--- config.mk ---
export PLATFORM = sky130hd
export DESIGN_NAME = mem_scan_ctrl
export DESIGN_NICKNAME = d
export VERILOG_FILES = /design/src/rtl/mem_scan_pkg.sv /design/src/rtl/msc_ram.sv /design/src/rtl/mem_scan_ctrl.sv
export SDC_FILE = /design/constraint.sdc
export NUM_CORES = 1
export LEC_CHECK = 0
export ABC_CLOCK_PERIOD_IN_PS = 2890
export CORE_UTILIZATION = 45
export DETAILED_ROUTE_END_ITERATION = 10
export DONT_BUFFER_PORTS = 1
export GPL_ROUTABILITY_DRIVEN = 0
export GPL_TIMING_DRIVEN = 0
export HOLD_SLACK_MARGIN = 0.08
export PLACE_DENSITY = 0.65
export SYNTH_ARGS = -nofsm -noshare
export SYNTH_HDL_FRONTEND = slang
export SYNTH_SLANG_ARGS = --single-unit
--- constraint.sdc ---
create_clock -name CLOCK_50 -period 2.89 [get_ports CLOCK_50]
set_input_delay 0.1445 -clock CLOCK_50 [delete_from_list [all_inputs] [get_ports CLOCK_50]]
set_output_delay 0.1445 -clock CLOCK_50 [all_outputs]
set_load 0.05 [all_outputs]
--- src/rtl/mem_scan_pkg.sv ---
// Shared types for the memory scan controller: operating-mode encoding and FSM states.
package mem_scan_pkg;

    typedef enum logic [1:0] {
        ModeAuto  = 2'b00,
        ModeStep  = 2'b01,
        ModeWrite = 2'b10,
        ModeHold  = 2'b11
    } msc_mode_e;

    typedef enum logic [1:0] {
        StIdle,
        StWr,
        StAdv,
        StRd
    } msc_state_e;

endpackage

--- src/rtl/msc_ram.sv ---
// Single-port synchronous RAM with one-cycle read latency; contents are never reset.
module msc_ram #(
    parameter int unsigned ADDR_W = 5,
    parameter int unsigned DATA_W = 8
) (
    input  logic              clk_i,
    input  logic              en_i,
    input  logic              we_i,
    input  logic [ADDR_W-1:0] addr_i,
    input  logic [DATA_W-1:0] wdata_i,
    output logic [DATA_W-1:0] rdata_o
);

    logic [DATA_W-1:0] mem_q [2**ADDR_W];
    logic [DATA_W-1:0] rdata_q;

    always_ff @(posedge clk_i) begin
        if (en_i) begin
            if (we_i) begin
                mem_q[addr_i] <= wdata_i;
            end else begin
                rdata_q <= mem_q[addr_i];
            end
        end
    end

    assign rdata_o = rdata_q;

endmodule

--- src/rtl/mem_scan_ctrl.sv ---
// Memory scan controller: steps an address through a RAM in AUTO/STEP/WRITE/HOLD modes.
// Define MSC_CHECKSUM_EN to enable the per-sweep checksum; otherwise checksum reads 0.
module mem_scan_ctrl
    import mem_scan_pkg::*;
#(
    parameter int unsigned ADDR_W   = 5,
    parameter int unsigned DATA_W   = 8,
    parameter int unsigned TICK_DIV = 50000000
) (
    input  logic              CLOCK_50,
    input  logic              Resetn,
    input  logic [1:0]        mode,
    input  logic              step,
    input  logic [DATA_W-1:0] wr_data,
    output logic [ADDR_W-1:0] addr,
    output logic [DATA_W-1:0] rd_data,
    output logic              rd_valid,
    output logic              wrap,
    output logic [DATA_W-1:0] checksum
);

    localparam int unsigned       CntW    = (TICK_DIV > 1) ? $clog2(TICK_DIV) : 1;
    localparam logic [CntW-1:0]   CntMax  = CntW'(TICK_DIV - 1);
    localparam logic [ADDR_W-1:0] AddrMax = '1;

    msc_state_e        state_q, state_d;
    msc_mode_e         mode_in;
    logic [CntW-1:0]   cnt_q, cnt_d;
    logic              tick;
    logic              step_q, step_rise;
    logic [ADDR_W-1:0] addr_q, addr_d;
    logic              wrap_q, wrap_d;
    logic              rd_pend_q;
    logic [DATA_W-1:0] rd_data_q;
    logic              rd_valid_q;
    logic              ram_en, ram_we;
    logic [DATA_W-1:0] ram_rdata;

    assign mode_in   = msc_mode_e'(mode);
    assign step_rise = step & ~step_q;
    assign tick      = (cnt_q == CntMax);
    assign cnt_d     = tick ? '0 : cnt_q + CntW'(1);

    always_comb begin
        state_d = state_q;
        addr_d  = addr_q;
        wrap_d  = 1'b0;
        ram_en  = 1'b0;
        ram_we  = 1'b0;
        unique case (state_q)
            StIdle: begin
                // Mode is only looked at here, so mid-sequence changes wait for the next IDLE.
                unique case (mode_in)
                    ModeAuto:  if (tick)      state_d = StAdv;
                    ModeStep:  if (step_rise) state_d = StAdv;
                    ModeWrite: if (step_rise) state_d = StWr;
                    ModeHold:  ;
                endcase
            end
            StWr: begin
                ram_en  = 1'b1;
                ram_we  = 1'b1;
                state_d = StAdv;
            end
            StAdv: begin
                addr_d  = addr_q + 1'b1;
                wrap_d  = (addr_q == AddrMax);
                state_d = StRd;
            end
            StRd: begin
                ram_en  = 1'b1;
                state_d = StIdle;
            end
            default: state_d = StIdle;
        endcase
    end

    always_ff @(posedge CLOCK_50 or negedge Resetn) begin
        if (!Resetn) begin
            state_q    <= StIdle;
            cnt_q      <= '0;
            step_q     <= 1'b0;
            addr_q     <= '0;
            wrap_q     <= 1'b0;
            rd_pend_q  <= 1'b0;
            rd_data_q  <= '0;
            rd_valid_q <= 1'b0;
        end else begin
            state_q    <= state_d;
            cnt_q      <= cnt_d;
            step_q     <= step;
            addr_q     <= addr_d;
            wrap_q     <= wrap_d;
            // RAM output is valid the cycle after RD; capture it then.
            rd_pend_q  <= (state_q == StRd);
            rd_valid_q <= rd_pend_q;
            if (rd_pend_q) begin
                rd_data_q <= ram_rdata;
            end
        end
    end

`ifdef MSC_CHECKSUM_EN
    logic [DATA_W-1:0] acc_q, cks_q;

    always_ff @(posedge CLOCK_50 or negedge Resetn) begin
        if (!Resetn) begin
            acc_q <= '0;
            cks_q <= '0;
        end else if (rd_pend_q) begin
            // addr_q still holds the address just read; it cannot move before this edge.
            if (addr_q == AddrMax) begin
                cks_q <= acc_q + ram_rdata;
                acc_q <= '0;
            end else begin
                acc_q <= acc_q + ram_rdata;
            end
        end
    end

    assign checksum = cks_q;
`else
    assign checksum = '0;
`endif

    msc_ram #(
        .ADDR_W(ADDR_W),
        .DATA_W(DATA_W)
    ) u_ram (
        .clk_i  (CLOCK_50),
        .en_i   (ram_en),
        .we_i   (ram_we),
        .addr_i (addr_q),
        .wdata_i(wr_data),
        .rdata_o(ram_rdata)
    );

    assign addr     = addr_q;
    assign rd_data  = rd_data_q;
    assign rd_valid = rd_valid_q;
    assign wrap     = wrap_q;

endmodule

**Word level (Yosys, flattened, before mapping)**

Memories as Yosys holds them, arrays and structs flattened. A register that Yosys moved wholly into a read port is not among the register bits.
Cells that the tools add are included.

- Register bits: 45
- Bits in writable memories: 256
- Bits of input ports: 13
- Output and inout port bits: 23
- Logic and storage cells: 42
- Memories: 1

- Add/subtract/negate cells: 2
- Eq/ne operators: 11
- Mux-type cells: 12
- Bitwise gates (word level): 3
- Reductions and logical operators: 5

Memories:

| name | words | bits a word | rd ports | clocked after Yosys merged registers in | wr ports | line | text |
|---|---|---|---|---|---|---|---|
| u_ram.mem_q | 32 | 8 | 1 | 1 | 1 | msc_ram.sv:14 | `logic [DATA_W-1:0] mem_q [2**ADDR_W];` |

Operators by type and width:

| kind | count |
|---|---|
| adder 26 x 1 -> 26 bit (second input constant) | 1 |
| equality test 26 bit (second input constant) | 1 |
| 2-to-1 mux 26 bit | 1 |
| inequality test 3 bit (second input constant) | 3 |
| case mux 2 bit (4 select lines) | 1 |
| equality test 2 bit (second input constant) | 3 |
| 2-to-1 mux 1 bit | 6 |
| 2-to-1 mux 2 bit | 3 |
| case mux 2 bit (3 select lines) | 1 |
| adder 5 x 1 -> 5 bit (second input constant) | 1 |
| equality test 5 bit (second input constant) | 1 |
| equality test 2 x 1 -> 1 bit (second input constant) | 2 |
| logical NOT 2 bit | 2 |
| inequality test 4 x 1 -> 1 bit (second input constant) | 1 |
| AND reduction 4 bit | 1 |
| NOT 1 bit | 2 |
| AND reduction 2 bit | 1 |
| OR reduction 2 bit | 1 |
| AND 1 bit | 1 |

**Longest topological paths before layout**

- Depth after elaboration: 5
- Gate-level depth with buffers: 7
- Gate-level depth less buffers: 6

**By module**

From an unflattened synthesis, not the netlist that was laid out.

- Cells, all modules: 785
- Area, all modules: 12550.8 sq um

Modules (own cells, without submodules):

| module | instances | cells an instance | area each (sq um) | seq. area each (sq um) |
|---|---|---|---|---|
| msc_ram | 1 | 580 | 10289.9 | 7927.6 |
| mem_scan_ctrl | 1 | 205 | 2260.9 | 1126.1 |

**Worst setup path before layout**

Ideal clock, no wire load.

- Kind: reg-to-reg
- Start point: register addr_q[0], in the netlist addr[0]
- End point: register u_ram.rdata_q[0], in the netlist u_ram.rdata_o[0] (read register of u_ram.mem_q), data pin
- Setup time: 268 ps
- Arrival time: 2165 ps
- Required time: 2622 ps
- Path slack: 456 ps
- Stages on the path, launching flop included: 7
- Buffers on the path: 3
- Clock period less this slack: 2434 ps
- Cells stage by stage: dfrtp_1 > clkbuf_1 > buf_2 > buf_2 > mux4_2 > a22oi_1 > nand4_1

RTL lines:

| what | line | text |
|---|---|---|
| start: declaration | mem_scan_ctrl.sv:31 | `logic [ADDR_W-1:0] addr_q, addr_d;` |
| start signal: assignment | mem_scan_ctrl.sv:92 | `addr_q <= addr_d;` |
| end: declaration | msc_ram.sv:15 | `logic [DATA_W-1:0] rdata_q;` |

**Final worst setup path**

- Start point: register addr_q[1], in the netlist addr[1]
- End point: memory u_ram.mem_q[24][3] (enable)

RTL lines:

| what | line |
|---|---|
| end: declaration | msc_ram.sv:14 |

Straight into the memory's write port.

==> impl_metrics.json <==
{
  "status": "finished, violations left",
  "hold_path_class": "in2reg",
  "synth_area_um2": 12200,
  "path_common_cell": "clkbuf_2",
  "grt_max_degree": 46,
  "critPathRequiredTime_ns": 3.06,
  "reg2reg_slack_ns": -0.02,
  "cp_slowest_cell": "nor2_1",
  "root_buffer": "clkbuf_16",
  "grt_pass1_wl_um": 38700,
  "p_leak_nw": 4.59,
  "wl_um": 25100,
  "yosysWarnings": 0,
  "syn2layout_area_growth_pct": 14.5,
  "cap_viol_max_count": 0,
  "yosysSeqAreaShare_pct": 73.9,
  "start_kind": "flip-flop",
  "crit_fanout": 10,
  "clkTransAtPathRegs_ns": 0.06,
  "grt-ovfl-total": 0,
  "cp_top_family": "simple AND/OR/NAND/NOR gates",
  "drc_errors": 0,
  "powerDensity_nw_per_um2": 894,
  "first_pass_iters": 5,
  "r2r_cells": 6,
  "fin_crit_ns": 2.91,
  "num_antenna_cells": 0,
  "crit_path_end_kind": "flip-flop",
  "r2r_end": "u_ram.mem_q[24][3]",
  "switching_share_pct": 30.3,
  "fin_crit_sh_pct": 101,
  "post_dp_cell_area_um2": 12700,
  "holdPathStages": 4,
  "min_delay_worst_endpoint": "state_q[1]",
  "worstPathCellList": "clkbuf_2 -> clkbuf_2 -> inv_1 -> ha_1 -> nand2_1 -> nor2_1",
  "clockBufferDepth": 3,
  "postCtsSetupBuffers": 0,
  "clkPwrFrac_pct": 30.1,
  "finish.instance_area_um2": 14000,
  "hold_violations": 0,
  "synth.distinct_cells": 48,
  "die_w_um": 167,
  "dp_hpwl_um": 16200,
  "reg2reg_from": "addr[1]",
  "worstMarginPinSlew_ns": 1.18,
  "drtIter0Drc": 509,
  "drive_gt1_share_pct": 23.9,
  "synth-seq-cells": 309,
  "maxSlewViolCount": 0,
  "multiInputGateArea_um2": 3070,
  "path_buf_inv": 3,
  "grt_usage_pct": 18.6,
  "wire_per_inst_um": 23.4,
  "die_h_um": 167,
  "initial_core_util_pct": 45.7,
  "htreeDepth": 1,
  "rows": 60,
  "p_switching_w": 0.00379,
  "filler_cell_count": 2101,
  "fmax_mhz": 344,
  "worstHoldStart": "mode[0]",
  "cts_sinks": 309,
  "skew_ns": 0.00959,
  "power_w": 0.0125,
  "setup_viol_count_final": 11,
  "layout_setup_ws_ns": -0.0167,
  "syn_inst": 650,
  "worstSkewPairLatency_ns": 0.54,
  "cpPeakStageDelay_ns": 0.73,
  "vdd_ir_drop_max_mv": 0.537,
  "dieArea_um2": 27900,
  "ff_latch_area_um2": 9060,
  "violations": "negative setup slack",
  "grt_pass1_vias": 6443,
  "viasPerCell": 5.78,
  "async_reset_ff_share_pct": 14.6,
  "synth_edf_count": 264,
  "power_frac_seq_pct": 46.0,
  "p_int_w": 0.00874,
  "synth_ff_type": "edfxtp_1",
  "path_class": "reg2reg",
  "p_comb_share_pct": 23.9,
  "cp.arrival_ns": 3.08,
  "cts_tree": "yes",
  "coreArea_um2": 26800,
  "io_pins": 36,
  "antenna_found_initial": 0,
  "nNetsFinal": 732,
  "drtAntennaViolNets": 0,
  "port_buffers": 0,
  "vias": 6203,
  "synth_area_per_cell_um2": 18.8,
  "slew_headroom_pct": 21.0,
  "grt_setup_unrepaired": "yes",
  "numCtsBuffers": 30
}
-- cells in the mapped netlist (2+ instances only) --
library cell	count	area share [%]
a21oi_1	6	0.25
a22oi_1	32	2.0
and2_1	4	0.20
and3_1	4	0.20
and3b_1	2	0.14
buf_1	7	0.21
buf_2	9	0.37
buf_4	8	0.49
clkbuf_1	13	0.40
dfrtp_1	45	9.2
edfxtp_1	264	65
ha_1	11	1.1
inv_1	8	0.25
mux2_2	9	0.83
mux2i_1	2	0.16
mux4_2	64	12
nand2_1	18	0.55
nand3_1	9	0.37
nand3_2	2	0.16
nand3b_1	2	0.12
nand4_1	14	0.72
nor2_1	46	1.4
nor2b_1	2	0.10
nor3_1	7	0.29
nor3b_1	2	0.12
nor4_1	2	0.10
nor4b_1	2	0.14
o21ai_0	7	0.29
o2bb2ai_1	2	0.14
o31ai_1	5	0.31
or3_1	4	0.20
or4_1	5	0.31
xnor2_1	13	0.93
xor2_1	6	0.43
-- layout by cell type (no fill, tap or decap), types with 8 or more instances in the layout --
master         netlist  routed
nand2_1             18      18
edfxtp_1           264     264
xnor2_1             13      13
nor2_1              46      26
clkbuf_1            13      17
dlygate4sd3_1        0      11
conb_1               1       8
dfrtp_1             45      43
nand3_1              9       9
nand4_1             14      14
mux4_2              64      64
inv_1                8       8
ha_1                11      11
a22oi_1             32      31
buf_4                8      11
nor2_2               0      20
mux2_2               9       9
clkbuf_16            0      31
-- per-layer routing --
| metal | global-route usage, % | share of wire (%) | up-vias |
|---|---|---|---|
| met2 | 30.9 | 50 | 222 |
| li1 | - | - | 2728 |
| met3 | 3.64 | 6.1 | 42 |
| met1 | 25.1 | 42 | 3211 |
| met4 | 5.27 | 2.4 | 0 |
| met5 | 0 | 0 | - |
-- worst max-delay path by stage --
| stage | from | to | cells after the start | slack [ns] |
|---|---|---|---|---|
| after floorplan | addr[0] | u_ram.rdata_o[0] | 6 | 0.46 |
| after global placement | addr[1] | u_ram.rdata_o[4] | 5 | -0.34 |
| after detailed placement | addr[1] | u_ram.rdata_o[4] | 5 | -0.40 |
| final | addr[1] | u_ram.mem_q[24][3] | 6 | -0.02 |
| after CTS | addr[1] | u_ram.mem_q[4][1] | 6 | -0.1 |
| after global routing | addr[1] | u_ram.mem_q[4][7] | 6 | -0.11 |
-- per-stage QoR --
stage | utilization, % | hold slack [ns] | setup WS (ns) | cells | setup TNS [ns]
final | 52.3 | 0.115 | -0.0167 | 1073 | -0.111
after global placement | 47.4 | -0.150 | -0.338 | 998 | -31.60
after global routing | 52.3 | 0.144 | -0.111 | 1073 | -3.69
after CTS | 52.2 | 0.105 | -0.0972 | 1073 | -2.91
after detailed placement | 47.4 | -0.150 | -0.403 | 998 | -47.46
after floorplan | - | -0.151 | 0.456 | 657 | 0
-- power groups by stage --
stage / Clock [W] / Sequential, W / Combinational [W]
floorplan: 0 / 0.00577 / 0.00203
global placement: 0 / 0.00584 / 0.00275
detailed placement: 0 / 0.00586 / 0.00282
CTS: 0.00386 / 0.00577 / 0.00297
global route: 0.00402 / 0.00579 / 0.00319
finish: 0.00378 / 0.00576 / 0.00299
-- sequential cells by signal, indices dropped and copies added (netlist names) --
name and flops:
u_ram.mem_q 256, step_q 1, state_q 2, u_ram.rdata_o 8
rd_pend_q 1, cnt_q 26, wrap 1, rd_data 8
rd_valid 1, addr 5
-- timing repair --
action | 4_1_cts | 5_1_grt
hold endpoints to repair | 304 | 0
cloned | 0 | 0
setup endpoints to repair | 200 | 173
hold buffers | 19 | 0
gates resized for setup | 17 | 19
-- layout make-up --
class / count / area share, %
clock inverters: 14 / 0.839
well taps: 341 / 3.04
inverters: 8 / 0.214
plain buffers: 37 / 1.40
repair buffers: 19 / 1.98
multi-input cells: 303 / 21.9
clock buffers: 42 / 6.04
flip-flops and latches: 309 / 64.6
-- cell families after synthesis --
group / count (synthesis) / share of synthesized area [%]
compound gates: 58 / 3.43
xor+xnor: 19 / 1.36
fa+ha+maj: 12 / 1.21
buf+inv: 45 / 1.72
flops: 309 / 73.9
mux: 75 / 12.8
other cells: 1 / 0.0306
simple gates: 131 / 5.56
-- worst min-delay path, cell delays in order --
cell,delay [ns]
and2_1,0.11
o21ai_0,0.08
o2bb2ai_1,0.15
o2bb2ai_1,0.13
Note: power is estimated with default switching activity, not from simulation.
